===== config.mk =====
export PLATFORM = sky130hd
export DESIGN_NAME = load_unit
export DESIGN_NICKNAME = d
export VERILOG_FILES = /design/src/rtl/load_unit_pkg.sv /design/src/rtl/load_extract.sv /design/src/rtl/load_unit.sv
export SDC_FILE = /design/constraint.sdc
export NUM_CORES = 1
export LEC_CHECK = 0
export ABC_AREA = 1
export BUFFER_PORTS_ARGS = -buffer_cell sky130_fd_sc_hd__buf_2
export CORE_ASPECT_RATIO = 1.1
export CORE_MARGIN = 2
export CORE_UTILIZATION = 54
export DETAILED_ROUTE_END_ITERATION = 16
export PLACE_DENSITY = 0.89
export SLEW_MARGIN = 40
export SYNTH_ARGS = -nofsm -noshare
export SYNTH_HDL_FRONTEND = slang
export SYNTH_SLANG_ARGS = --single-unit

===== constraint.sdc =====
create_clock -name clock -period 5 [get_ports clock]
set_input_delay 0.5 -clock clock [delete_from_list [all_inputs] [get_ports clock]]
set_output_delay 0.5 -clock clock [all_outputs]
set_load 0.03 [all_outputs]

===== src/rtl/load_unit_pkg.sv =====
// ----------------------------------------------------------------------------
// load_unit_pkg
// Shared CPU definitions used by the load unit:
//   - RV32 load funct3 encodings
//   - load unit FSM state enum
//   - fault_cause encodings
//   - check_load(): classifies a load as legal, misaligned or illegal
// ----------------------------------------------------------------------------
package load_unit_pkg;

    localparam logic [2:0] F3_LB  = 3'd0;
    localparam logic [2:0] F3_LH  = 3'd1;
    localparam logic [2:0] F3_LW  = 3'd2;
    localparam logic [2:0] F3_LBU = 3'd4;
    localparam logic [2:0] F3_LHU = 3'd5;

    typedef enum logic [2:0] {
        S_IDLE  = 3'd0,
        S_REQ   = 3'd1,
        S_WAIT  = 3'd2,
        S_WB    = 3'd3,
        S_FAULT = 3'd4
    } load_state_e;

    typedef enum logic [1:0] {
        CAUSE_NONE       = 2'd0,
        CAUSE_MISALIGNED = 2'd1,
        CAUSE_ILLEGAL    = 2'd2,
        CAUSE_TIMEOUT    = 2'd3
    } fault_cause_e;

    // An unknown funct3 is reported as illegal regardless of the address,
    // so the illegal check naturally wins over the alignment check.
    function automatic fault_cause_e check_load(input logic [2:0] f3,
                                                input logic [1:0] lo);
        case (f3)
            F3_LB, F3_LBU: check_load = CAUSE_NONE;
            F3_LH, F3_LHU: check_load = lo[0] ? CAUSE_MISALIGNED : CAUSE_NONE;
            F3_LW:         check_load = (lo != 2'b00) ? CAUSE_MISALIGNED : CAUSE_NONE;
            default:       check_load = CAUSE_ILLEGAL;
        endcase
    endfunction

endpackage


===== src/rtl/load_extract.sv =====
// ----------------------------------------------------------------------------
// load_extract
// Combinational byte/half lane select with sign or zero extension.
//   funct3_i   : load type (lb/lh/lw/lbu/lhu)
//   byte_off_i : addr[1:0] of the load
//   word_i     : aligned 32-bit memory word
//   data_o     : extended value for the register file
// ----------------------------------------------------------------------------
module load_extract
    import load_unit_pkg::*;
(
    input  logic [2:0]  funct3_i,
    input  logic [1:0]  byte_off_i,
    input  logic [31:0] word_i,
    output logic [31:0] data_o
);

    logic [7:0]  byte_sel;
    logic [15:0] half_sel;

    always_comb begin
        case (byte_off_i)
            2'd0:    byte_sel = word_i[7:0];
            2'd1:    byte_sel = word_i[15:8];
            2'd2:    byte_sel = word_i[23:16];
            default: byte_sel = word_i[31:24];
        endcase
        half_sel = byte_off_i[1] ? word_i[31:16] : word_i[15:0];

        case (funct3_i)
            F3_LB:   data_o = {{24{byte_sel[7]}}, byte_sel};
            F3_LBU:  data_o = {24'd0, byte_sel};
            F3_LH:   data_o = {{16{half_sel[15]}}, half_sel};
            F3_LHU:  data_o = {16'd0, half_sel};
            default: data_o = word_i;
        endcase
    end

endmodule


===== src/rtl/load_unit.sv =====
// ----------------------------------------------------------------------------
// load_unit
// Multi-cycle load FSM: IDLE -> REQ -> WAIT -> WB, or -> FAULT on an illegal,
// misaligned or timed-out load. All outputs are registered.
//   clock, reset          : clock, asynchronous active-high reset
//   start/funct3/addr/rd  : load issue from execute (ignored while busy)
//   busy                  : pipeline stall, high whenever not IDLE
//   mem_req_*             : word-aligned memory request (valid/ready)
//   mem_resp_*            : memory response, accepted only in WAIT
//   reg_write/write_reg/mem_load_data/load_enable : register write-back
//   fault/fault_cause     : one-cycle fault pulse with cause code
// ----------------------------------------------------------------------------
module load_unit
    import load_unit_pkg::*;
#(
    parameter int unsigned TIMEOUT = 64
) (
    input  logic        clock,
    input  logic        reset,
    input  logic        start,
    input  logic [2:0]  funct3,
    input  logic [31:0] addr,
    input  logic [4:0]  rd,
    output logic        busy,
    output logic        mem_req_valid,
    input  logic        mem_req_ready,
    output logic [31:0] mem_req_addr,
    input  logic        mem_resp_valid,
    input  logic [31:0] mem_resp_data,
    output logic        reg_write,
    output logic [4:0]  write_reg,
    output logic [31:0] mem_load_data,
    output logic        load_enable,
    output logic        fault,
    output logic [1:0]  fault_cause
);

    localparam int CNT_W = (TIMEOUT > 1) ? $clog2(TIMEOUT) : 1;

    load_state_e      state_q;
    logic [2:0]       funct3_q;
    logic [1:0]       off_q;
    logic [4:0]       rd_q;
    logic [CNT_W-1:0] cnt_q;

    logic             busy_q;
    logic             mem_req_valid_q;
    logic [31:0]      mem_req_addr_q;
    logic             reg_write_q;
    logic [4:0]       write_reg_q;
    logic [31:0]      mem_load_data_q;
    logic             load_enable_q;
    logic             fault_q;
    logic [1:0]       fault_cause_q;

    fault_cause_e     start_cause_d;
    logic [31:0]      extracted_d;

    assign start_cause_d = check_load(funct3, addr[1:0]);

    // Extraction uses the latched load type and byte offset, not the live inputs.
    load_extract u_extract (
        .funct3_i   (funct3_q),
        .byte_off_i (off_q),
        .word_i     (mem_resp_data),
        .data_o     (extracted_d)
    );

    always_ff @(posedge clock or posedge reset) begin
        if (reset) begin
            state_q         <= S_IDLE;
            funct3_q        <= 3'd0;
            off_q           <= 2'd0;
            rd_q            <= 5'd0;
            cnt_q           <= '0;
            busy_q          <= 1'b0;
            mem_req_valid_q <= 1'b0;
            mem_req_addr_q  <= 32'd0;
            reg_write_q     <= 1'b0;
            write_reg_q     <= 5'd0;
            mem_load_data_q <= 32'd0;
            load_enable_q   <= 1'b0;
            fault_q         <= 1'b0;
            fault_cause_q   <= 2'd0;
        end else begin
            // Write-back and fault outputs are single-cycle pulses.
            reg_write_q     <= 1'b0;
            write_reg_q     <= 5'd0;
            mem_load_data_q <= 32'd0;
            load_enable_q   <= 1'b0;
            fault_q         <= 1'b0;
            fault_cause_q   <= 2'd0;

            case (state_q)
                S_IDLE: begin
                    if (start) begin
                        funct3_q <= funct3;
                        off_q    <= addr[1:0];
                        rd_q     <= rd;
                        busy_q   <= 1'b1;
                        if (start_cause_d == CAUSE_NONE) begin
                            state_q         <= S_REQ;
                            mem_req_valid_q <= 1'b1;
                            mem_req_addr_q  <= {addr[31:2], 2'b00};
                        end else begin
                            state_q       <= S_FAULT;
                            fault_q       <= 1'b1;
                            fault_cause_q <= start_cause_d;
                        end
                    end
                end
                S_REQ: begin
                    if (mem_req_ready) begin
                        state_q         <= S_WAIT;
                        mem_req_valid_q <= 1'b0;
                        cnt_q           <= '0;
                    end
                end
                S_WAIT: begin
                    // A response in the final allowed cycle still wins over timeout.
                    if (mem_resp_valid) begin
                        state_q         <= S_WB;
                        load_enable_q   <= 1'b1;
                        reg_write_q     <= (rd_q != 5'd0);
                        write_reg_q     <= rd_q;
                        mem_load_data_q <= extracted_d;
                    end else if (cnt_q == CNT_W'(TIMEOUT - 1)) begin
                        state_q       <= S_FAULT;
                        fault_q       <= 1'b1;
                        fault_cause_q <= CAUSE_TIMEOUT;
                    end else begin
                        cnt_q <= cnt_q + 1'b1;
                    end
                end
                S_WB, S_FAULT: begin
                    state_q <= S_IDLE;
                    busy_q  <= 1'b0;
                end
                default: begin
                    state_q         <= S_IDLE;
                    busy_q          <= 1'b0;
                    mem_req_valid_q <= 1'b0;
                end
            endcase
        end
    end

    assign busy          = busy_q;
    assign mem_req_valid = mem_req_valid_q;
    assign mem_req_addr  = mem_req_addr_q;
    assign reg_write     = reg_write_q;
    assign write_reg     = write_reg_q;
    assign mem_load_data = mem_load_data_q;
    assign load_enable   = load_enable_q;
    assign fault         = fault_q;
    assign fault_cause   = fault_cause_q;

endmodule


==> key figures, run 1 <==
CTS
  • # hold bufs at CTS: 0
  • Worst-Skew Late Latency: 360 ps
  • CTS H-tree lvls: 3
  • Number of buffers on the longest clock path: 2
  • Resized Gates After CTS: 0
  • Clock edge transition at the registers on the reported setup and hold paths: 100 ps
  • CTS tree: built
  • Setup bufs post-CTS: 0
  • TritonCTS Buffers: 9
  • Clk sinks: 93
  • Root Buffer Master: clkbuf_8

Drt
  • Wire length per cell: 13.43 um
  • DRT antenna net count: 0
  • Via Count: 3766
  • Vias/cell: 5.035
  • Final WL: 10.05 mm
  • First DRT Iteration DRCs: 190
  • DRC Markers: 0
  • DR pass1 iterations: 5

Global routing
  • First-pass GRT wire length: 16.36 mm
  • Largest net degree at the start of global routing: 49
  • Vias in the first global route: 3544
  • Antenna violations before repair: 0
  • Gr ovfl total: 0
  • Total GRT Usage: 0.2269

Critical path
  • Worst reg-to-reg setup slack: 2940 ps
  • Worst path required time: 5230 ps
  • CP Class: reg2reg
  • Worst r2r src: state_q[1]$_DFFE_PP0P_
  • Critical path, cell by cell: inv_2 -> nand2_2 -> nor2_4 -> nand2_4 -> inv_4 -> nand3_4 -> buf_12 -> nand2_2 -> o21ai_2
  • Top cell by count, worst path: nand2_2
  • R2R Path End: mem_req_addr[24]$_DFFE_PP0P_
  • Worst EP arrival: 2300 ps
  • Crit path largest cell delay: 470 ps
  • Nature of the critical path endpoint: flip-flop
  • Crit Path Max Fanout: 35
  • CP max stage cell: dfrtp_1
  • R2R depth: 9
  • Setup crit start kind: flip-flop

Run status
  • Outcome: complete, no violations

Synth
  • Yosys reg bits: 93
  • Syn Area/Cell: 9.003 um^2
  • Distinct cells, synth: 30
  • Post-Syn Area: 4429 um^2
  • Synthesized instance count: 492
  • Yosys warns: 0
  • Register area share after synthesis: 0.5254

Timing
  • Setup violations, final: 0
  • Final period util: 0.4125
  • TNS Setup: 0 ps
  • Final-report hold violation count: 0
  • F_max: 0.4849 GHz
  • Slew margin rel.: 0.5546
  • Max Clock Skew: 20.15 ps
  • Worst Slack Setup Final: 2938 ps
  • RSZ-0062 raised after global routing: no
  • Slew Viols, Final: 0
  • Slew @ Worst Pin: 668.1 ps
  • Fin crit period: 2062 ps

Place
  • Post-DP HPWL: 7.520 mm
  • Port bufs: 150
  • DP Worst Slack: 2959 ps
  • RD Place Congestion: 0.9082

Floorplan
  • Die Y: 98.99 um
  • Core Rows: 34
  • Area of the core: 7955 um^2
  • Io pins: 153
  • Die width: 90.35 um
  • Die area: 8943 um^2
  • Starting Density: 0.5568

Power and ir drop
  • Worst vdd ir: 0.2583 mV
  • Power Dens Cells: 556.8 nW/um^2
  • Leak pwr: 3.096 nW

Cells and area
  • Number of flip-flops in the largest register: 32
  • Antenna cells: 0
  • Final nets: 713
  • Final core utilization: 0.6798
  • Share of cells above drive strength 1: 0.4125
  • Area Growth Syn to Fin: 22.09%

Job
  • Max-cap check violation count: 0

Worst hold path
  • HP Class: in2async
[critical path, delay by kind of cell, from the launching register on]
kind                   cells  cell delay (ps)
and+or+nand+nor            5              810
buffers and inverters      3              600
AOI/OAI and AO/OA          1               50
DFF                        1              470
[final cells by class]
class / instances / area [um^2]
Inverter: 68 / 262.8
Multi-Input combinational cell: 311 / 1673
Timing Repair Buffer: 152 / 778.2
Fill cell: 634 / 2547
Tap cell: 108 / 135.1
Sequential cell: 93 / 2327
Clock buffer: 10 / 137.6
Clock inverter: 6 / 93.84
[where the power goes]
part | total (mW) | leakage [nW] | internal (mW) | switching [mW]
clock | 0.567 | 0.113 | 0.299 | 0.268
combinational | 1.33 | 1.76 | 0.394 | 0.931
sequential | 1.12 | 1.23 | 0.962 | 0.157
[layout by cell type (no fill, tap or decap), types with 10 or more instances in the layout]
master,instances
o21ai_2,34
nor2_2,12
nor2_1,42
nand3_1,12
clkbuf_8,10
o21ai_0,42
buf_2,150
nand2_1,87
inv_1,60
a21oi_1,21
nand2_2,33
dfrtp_1,93
[stage by stage]
step	power [mW]	hold slack, ps	cells	cell area (um^2)
floorplan	2.149	468.3	493	4433
global placement	2.404	451.3	731	5155
detailed placement	2.456	458.8	732	5175
CTS	3.027	252.9	748	5406
global route	3.199	226.2	748	5408
finish	3.011	188.2	748	5408
[per-layer routing]
| metal | up-vias | GRT usage | wire length [um] |
|---|---|---|---|
| met2 | 147 | 0.3875 | 5126 |
| met5 | - | 0 | 0 |
| met3 | 23 | 0.02599 | 455 |
| met1 | 1773 | 0.2934 | 4189 |
| li1 | 1823 | - | - |
| met4 | 0 | 0.1030 | 274 |
[Yosys cell counts, drive strengths merged]
cell,n,area share
xor2,2,0.0040
or2,1,0.0014
nor3,3,0.0034
o21ai,81,0.12
nand3,15,0.025
dfrtp,93,0.53
ha,1,0.0028
nor2,56,0.058
o31ai,1,0.0017
inv,68,0.059
nand2,123,0.13
clkbuf,5,0.0045
conb,1,0.00085
a21oi,21,0.024
nand3b,2,0.0034
a31oi,2,0.0028
nand4,1,0.0014
buf,16,0.034
[cell families (layout without fill, tap and decap cells)]
group | count (synthesis) | in the layout | share of synthesized area
AO/OA/AOI/OAI | 105 | 105 | 0.1486
AND/OR/NAND/NOR | 201 | 201 | 0.2206
flip-flops | 93 | 93 | 0.5254
buffers and inverters | 89 | 236 | 0.09774
adder cells (fa/ha/maj) | 1 | 1 | 0.002824
other | 1 | 2 | 0.0008466
XOR/XNOR | 2 | 2 | 0.003956
[worst max path at each step]
stage | slack (ps) | endpoint | start | cells after the start
after global routing | 2800 | mem_req_addr[24]$_DFFE_PP0P_ | state_q[1]$_DFFE_PP0P_ | 9
after global placement | 2800 | mem_req_addr[30]$_DFFE_PP0P_ | state_q[1]$_DFFE_PP0P_ | 8
final | 2940 | mem_req_addr[24]$_DFFE_PP0P_ | state_q[1]$_DFFE_PP0P_ | 9
after CTS | 2940 | mem_req_addr[24]$_DFFE_PP0P_ | state_q[1]$_DFFE_PP0P_ | 9
after floorplan | 2080 | busy$_DFFE_PP0P_ | reset | 1
after detailed placement | 2960 | mem_req_addr[24]$_DFFE_PP0P_ | funct3[0] | 7
No activity file was read; power rests on OpenSTA's default activity.
==> run 2, diff against run 1 <==
Settings changed: CORE_UTILIZATION 54 to 50, PLACE_DENSITY 0.89 to 0.84.
Clock period 5 ns to 2 ns, I/O delays scaled along.
==> key figures, run 2 (synthesis gave the netlist of run 1 again) <==
Timing
  • Max Clock Skew: 5.781 ps (-14.36 ps)
  • Hold_ws: -33.18 ps (-221.4 ps)
  • F_max: 0.5610 GHz (+16%)
  • Final period util: 0.8913 (+0.4788)
  • Slew @ Worst Pin: 662.3 ps (-5.881 ps)
  • TNS Setup: 0 ps (unchanged)
  • Setup violations, final: 0 (unchanged)
  • Slew margin rel.: 0.5585 (+0.003920)
  • Final-report hold violation count: 30 (+30)
  • RSZ-0062 raised after global routing: no
  • Slew Viols, Final: 0 (unchanged)
  • Fin crit period: 1783 ps (-279.9 ps)

Critical path
  • Worst r2r src: off_q[1]$_DFFE_PP0P_
  • Setup crit start kind: flip-flop
  • Worst Setup EP: mem_load_data[4]$_DFF_PP0_
  • Worst path required time: 2230 ps (-3000 ps)
  • Nature of the critical path endpoint: flip-flop
  • Crit Path Max Fanout: 19 (-46%)
  • Worst setup path start: off_q[1]$_DFFE_PP0P_
  • R2R depth: 5 (-4)
  • R2R Path End: mem_load_data[4]$_DFF_PP0_
  • Worst EP arrival: 2010 ps (-290 ps)
  • CP Class: reg2reg
  • Worst reg-to-reg setup slack: 220 ps (-2720 ps)

Cells and area
  • Most frequent cells in the layout: 150 x buf_2, 93 x dfrtp_1, 87 x nand2_1
  • Antenna cells: 0 (unchanged)
  • Share of cells above drive strength 1: 0.4152 (+0.002741)
  • Commonest non-fill, non-tap cell in the layout: buf_2
  • Area Growth Syn to Fin: 22.40%
  • Final instance area: 5421 um^2 (+0.25%)
  • Number of flip-flops in the largest register: 32 (unchanged)
  • Non-filler cells, final: 757 (+1.2%)
  • Final nets: 716 (+0.42%)

Floorplan
  • Area of the core: 8738 um^2 (+9.8%)
  • Core Rows: 36 (+5.9%)
  • Die Y: 102.7 um (+3.8%)
  • Io pins: 153 (unchanged)
  • Die area: 9629 um^2 (+7.7%)
  • Die width: 93.74 um (+3.8%)
  • Starting Density: 0.5069 (-0.04991)

CTS
  • Worst-Skew Late Latency: 340 ps (-20 ps)
  • CTS tree: built
  • TritonCTS Buffers: 9 (unchanged)
  • Clk sinks: 93 (unchanged)
  • CTS H-tree lvls: 3 (unchanged)
  • Clock edge transition at the registers on the reported setup and hold paths: 90 ps (about the same)
  • # hold bufs at CTS: 0 (unchanged)
  • Root Buffer Master: clkbuf_8
  • Number of buffers on the longest clock path: 2 (unchanged)

Global routing
  • Total GRT Usage: 0.2067 (-0.02023)
  • Antenna violations before repair: 0 (unchanged)
  • Gr ovfl total: 0 (unchanged)
  • First-pass GRT wire length: 15.75 mm (-3.8%)
  • Largest net degree at the start of global routing: 94 (+92%)
  • Vias in the first global route: 3460 (-2.4%)

Place
  • RD Place Congestion: 0.9434 (+3.9%)
  • Port bufs: 150 (unchanged)
  • Post-DP HPWL: 7.187 mm (-4.4%)
  • Post-placement cell area: 5207 um^2 (+0.63%)
  • Number of cells after detailed placement: 741 (+1.2%)

Power and ir drop
  • Leak pwr: 3.104 nW (+0.27%)
  • Worst vdd ir: 0.7147 mV (+180%)
  • Power Dens Cells: 1366 nW/um^2 (+150%)

Drt
  • Via Count: 3682 (-2.2%)
  • First DRT Iteration DRCs: 173 (-8.9%)
  • DRC Markers: 0 (unchanged)
  • DR pass1 iterations: 5 (unchanged)
  • DRT antenna net count: 0 (unchanged)
  • Vias/cell: 4.864 (-3.4%)
  • Wire length per cell: 12.86 um (-4.2%)
  • Final WL: 9.737 mm (-3.1%)

Job
  • Max-cap check violation count: 0 (unchanged)

Run status
  • Outcome: finished, violations left
  • Failing checks: negative hold slack

Worst hold path
  • HP Class: in2async
## run 2: changes by cell type in the layout (fill, tap and decap cells not counted), sizes merged
| cell | previous run | this run |
|---|---|---|
| buf | 152 | 155 |
| clkbuf | 10 | 12 |
| inv | 69 | 67 |
| bufinv | 2 | 1 |
| clkinv | 2 | 3 |
## run 2: timing repair
action	CTS	global route
setup buffers	0	0
setup endpoints to repair	0	1
resized for setup	0	1
## run 2: worst max-delay path, stage by stage (launching register included)
cell     delay, ps
dfrtp_1        490
inv_2          190
a21oi_1        590
o21ai_0        240
inv_1          100
a21oi_1         60
## run 2: layout make-up
cell class                 instances  area [um^2]
fill                             750         3317
multi-input combinational        311         1673
sequential                        93         2327
clock inverter                     4        45.04
inverter                          68        264.0
timing repair buffer             155        804.5
clock buffer                      12        165.2
tap                              114        142.6
## run 2: metrics by stage
stage / power [mW] / hold WS [ps] / utilization / setup WS, ps
5_1_grt: 7.909 / 26.31 / 0.6204 / 29.05
6_report: 7.405 / -33.18 / 0.6204 / 217.4
3_3_place_gp: 6.055 / 372.6 / 0.5959 / 246.1
2_1_floorplan: 5.373 / 309.6 / - / 662.2
3_5_place_dp: 6.152 / 386.9 / 0.5959 / 156.4
4_1_cts: 7.452 / 4.985 / 0.6200 / 138.8
## run 2: how the worst min path moves through the flow
stage	from	endpoint	depth (start not counted)
4_1_cts	reset	mem_req_addr[6]$_DFFE_PP0P_	3
3_3_place_gp	reset	mem_req_addr[30]$_DFFE_PP0P_	3
6_report	reset	mem_req_addr[15]$_DFFE_PP0P_	3
2_1_floorplan	rd[0]	rd_q[0]$_DFFE_PP0P_	2
3_5_place_dp	reset	mem_req_addr[6]$_DFFE_PP0P_	3
5_1_grt	reset	mem_req_addr[15]$_DFFE_PP0P_	3
## run 2: report_power, final
group | internal [mW] | leakage (nW) | total, mW | switching (mW)
sequential | 2.40 | 1.23 | 2.79 | 0.385
combinational | 1.01 | 1.77 | 3.33 | 2.32
clock | 0.675 | 0.112 | 1.29 | 0.612
total | 4.09 | 3.10 | 7.40 | 3.32
## run 2: metal layers
layer	track usage	share of wire	wire length [um]	up-vias
met5	0	0	0	-
met1	0.2743	0.42	4125	1700
met3	0.03801	0.064	623	21
met4	0.07692	0.026	255	0
li1	-	-	-	1825
met2	0.3412	0.49	4732	136
==> run 3, diff against run 2 <==
Settings changed: ABC_AREA 1 to unset, CORE_UTILIZATION 50 to 49.
==> key figures, run 3 <==
Run status
  • Outcome: complete, no violations

Global routing
  • GRT Max-Usage Layer: met2
  • Antenna violations before repair: 0 (unchanged)
  • Total GRT Usage: 0.2120 (+0.005319)
  • Vias in the first global route: 3190 (-7.8%)
  • M3 GR Usage: 0.03485 (-0.003163)
  • Met2 Use GR: 0.3675 (+0.02631)
  • Gr ovfl total: 0 (unchanged)
  • First-pass GRT wire length: 15.30 mm (-2.8%)
  • GR Util met1: 0.2659 (-0.008465)
  • Largest net degree at the start of global routing: 94 (unchanged)

Place
  • Post-DP HPWL: 7.051 mm (-1.9%)
  • RD Place Congestion: 0.8512 (-9.8%)
  • Port bufs: 150 (unchanged)
  • Post-placement cell area: 4971 um^2 (-4.5%)

Cells and area
  • Most frequent cells in the layout: 150 x buf_2, 93 x dfrtp_1, 30 x mux2_4
  • Number of flip-flops in the largest register: 32 (unchanged)
  • Final nets: 566 (-21%)
  • Commonest non-fill, non-tap cell in the layout: buf_2
  • Area Growth Syn to Fin: 26.40%
  • Final instance area: 5164 um^2 (-4.8%)
  • Fillers: 656 (-13%)
  • Share of cells above drive strength 1: 0.4442 (+0.02898)
  • Antenna cells: 0 (unchanged)

CTS
  • CTS tree: built
  • Worst-Skew Late Latency: 350 ps (about the same)
  • Clock edge transition at the registers on the reported setup and hold paths: 100 ps (about the same)
  • Root Buffer Master: clkbuf_8
  • Number of buffers on the longest clock path: 2 (unchanged)
  • CTS H-tree lvls: 3 (unchanged)
  • TritonCTS Buffers: 9 (unchanged)
  • Setup bufs post-CTS: 0 (unchanged)
  • # hold bufs at CTS: 0 (unchanged)
  • Resized Gates After CTS: 0 (unchanged)
  • Clk sinks: 93 (unchanged)

Synth
  • Yosys reg bits: 93 (unchanged)
  • Post-synth EDFFs: 0 (unchanged)
  • Multiplexer area fraction after synthesis: 0.1587 (+0.1587)
  • Synth Area in Simple Gates: 0.1038 (-0.1168)
  • Largest family of logic cells by synthesized area: multiplexers
  • Post-synthesis adder-cell area fraction: 0.003063 (+0.0002379)
  • Synth top area share: 0.5697 (+0.04425)
  • Syn Area/Cell: 12.19 um^2 (+35%)
  • Distinct cells, synth: 42 (+40%)
  • Most frequent cell after synthesis: dfrtp_1
  • XOR/XNOR share of the synthesized area: 0 (-0.003955)
  • Register area share after synthesis: 0.5697 (+0.04425)
  • Synth Area in Compound Gates: 0.1302 (-0.01842)
  • Top_reg_cell synth: dfrtp_1
  • Synthesized instance count: 335 (-32%)
  • Post-Syn Area: 4085 um^2 (-7.8%)
  • Largest area contributor in the netlist: dfrtp_1
  • Top post-synthesis cells by area: dfrtp_1 57%, mux2_4 11%, o21ai_0 3.1%
  • Top post-synthesis cells by count: 93 x dfrtp_1, 30 x mux2_4, 25 x o21ai_0
  • Yosys warns: 0 (unchanged)
  • Async S/R FF share, synth: 1.000 (unchanged)

Power and ir drop
  • Register share of total power: 0.390 (+0.013)
  • Sw power: 3.138 mW (-5.4%)
  • Power Dens Cells: 1439 nW/um^2 (+5.4%)
  • Gate power share: 0.449 (about the same)
  • Worst vdd ir: 0.7107 mV (-0.56%)
  • Switch share: 0.4222 (-0.02561)
  • Int Pwr: 4.294 mW (+5.0%)
  • Leak pwr: 2.714 nW (-13%)
  • Clock Power Share: 0.161 (-0.013)

Floorplan
  • Starting Density: 0.5108 (+0.003922)
  • Io pins: 153 (unchanged)
  • Core Rows: 34 (-5.6%)
  • Die Y: 99.77 um (-2.9%)
  • Die area: 9085 um^2 (-5.6%)
  • Area of the core: 7998 um^2 (-8.5%)
  • Die width: 91.06 um (-2.9%)

Worst hold path
  • HP Class: in2async

Drt
  • Wire length per cell: 15.88 um (+23%)
  • Via Count: 3129 (-15%)
  • DRC Markers: 0 (unchanged)
  • DR pass1 iterations: 4 (-1)
  • DRT antenna net count: 0 (unchanged)
  • Final WL: 9.543 mm (-2.0%)
  • First DRT Iteration DRCs: 122 (-29%)
  • Vias/cell: 5.206 (+7.0%)

Timing
  • Fin crit period: 1708 ps (-74.57 ps)
  • Slew margin rel.: 0.5781 (+0.01956)
  • RSZ-0062 raised after global routing: no
  • Slew Viols, Final: 0 (unchanged)
  • TNS Setup: 0 ps (unchanged)
  • Final period util: 0.8540 (-0.03729)
  • Setup violations, final: 0 (unchanged)
  • Final-report hold violation count: 0 (-100%)
  • F_max: 0.5855 GHz (+4.4%)
  • Max Clock Skew: 13.06 ps (+7.281 ps)
  • Slew @ Worst Pin: 632.2 ps (-30.02 ps)

Critical path
  • Crit Path Max Fanout: 13 (-6)
  • Setup crit start kind: flip-flop
  • CP max stage cell: dfrtp_1
  • R2R Path End: mem_load_data[11]$_DFF_PP0_
  • Worst reg-to-reg setup slack: 290 ps (+70 ps)
  • Worst r2r src: funct3_q[0]$_DFFE_PP0P_
  • Worst path required time: 2180 ps (-50 ps)
  • Nature of the critical path endpoint: flip-flop
  • Critical path, cell by cell: nand2b_1 -> o22ai_2 -> a21oi_1 -> a221oi_1
  • R2R depth: 4 (-1)
  • Crit path largest cell delay: 570 ps (-20 ps)
  • Worst EP arrival: 1890 ps (-120 ps)
  • CP Class: reg2reg

Job
  • Max-cap check violation count: 0 (unchanged)
run 3: changes by cell type after synthesis, sizes merged, moves of 3 or more:
| cell | delta |
|---|---|
| o21a | +16 |
| and2 | +6 |
| nand2 | -101 |
| inv | -60 |
| nor3 | +3 |
| mux2i | +4 |
| nor2b | +4 |
| nand3b | +6 |
| nor2 | -48 |
| nand3 | -3 |
| mux2 | +44 |
| o21ai | -47 |
| nand2b | +7 |
| buf | -5 |
run 3: how the worst max path moves through the flow:
stage                                 start                           to  slack (ps)  cells past startpoint
floorplan            state_q[2]$_DFFE_PP0P_         cnt_q[5]$_DFFE_PP0P_         440                      3
global placement    funct3_q[0]$_DFFE_PP0P_  mem_load_data[11]$_DFF_PP0_         360                      4
detailed placement   state_q[2]$_DFFE_PP0P_         cnt_q[0]$_DFFE_PP0P_         310                      4
CTS                 funct3_q[0]$_DFFE_PP0P_  mem_load_data[11]$_DFF_PP0_         290                      4
global route        funct3_q[0]$_DFFE_PP0P_  mem_load_data[11]$_DFF_PP0_         140                      4
finish              funct3_q[0]$_DFFE_PP0P_  mem_load_data[11]$_DFF_PP0_         290                      4
run 3: kinds of logic after synthesis:
kind of cell,count (synthesis)
flip-flops,93
other,1
AND/OR/NAND/NOR,79
buffers and inverters,26
AO/OA/AOI/OAI,87
multiplexers,48
adder cells (fa/ha/maj),1
run 3: critical path, delay by kind of cell, from the launching register on:
kind            cells  cell delay (ps)
compound gates      3              800
flops               1              570
simple gates        1              170
run 3: area by class of cell:
| class | instances | area, um^2 | area share |
|---|---|---|---|
| Sequential cell | 93 | 2327 | 0.4507 |
| Multi-Input combinational cell | 217 | 1632 | 0.3160 |
| Timing Repair Buffer | 159 | 843.3 | 0.1633 |
| Clock buffer | 10 | 137.6 | 0.02665 |
| Tap cell | 108 | 135.1 | 0.02617 |
| Clock inverter | 6 | 55.05 | 0.01066 |
| Inverter | 8 | 33.78 | 0.006542 |
run 3: stage by stage:
stage / hold slack (ps) / std cells / setup slack [ps] / total power [mW] / util
2_1_floorplan: 316.8 / 336 / 438.4 / 5.312 / -
3_3_place_gp: 381.1 / 585 / 358.9 / 6.138 / 0.6212
3_5_place_dp: 406.7 / 585 / 312.2 / 6.267 / 0.6216
4_1_cts: 14.23 / 601 / 294.7 / 7.473 / 0.6457
5_1_grt: 18.50 / 601 / 136.6 / 7.849 / 0.6457
6_report: 3.987 / 601 / 292.0 / 7.432 / 0.6457
run 3: power by group through the flow:
stage	combinational [mW]	sequential [mW]	clock (mW)
global route	3.55	2.99	1.31
floorplan	1.58	3.73	0
finish	3.34	2.90	1.20
CTS	3.35	2.90	1.23
global placement	3.25	2.89	0
detailed placement	3.34	2.93	0
run 3: metal layers:
layer	vias up	share of wire
li1	1493	-
met1	1508	0.43
met2	110	0.51
met5	-	0
met4	0	0.022
met3	18	0.046
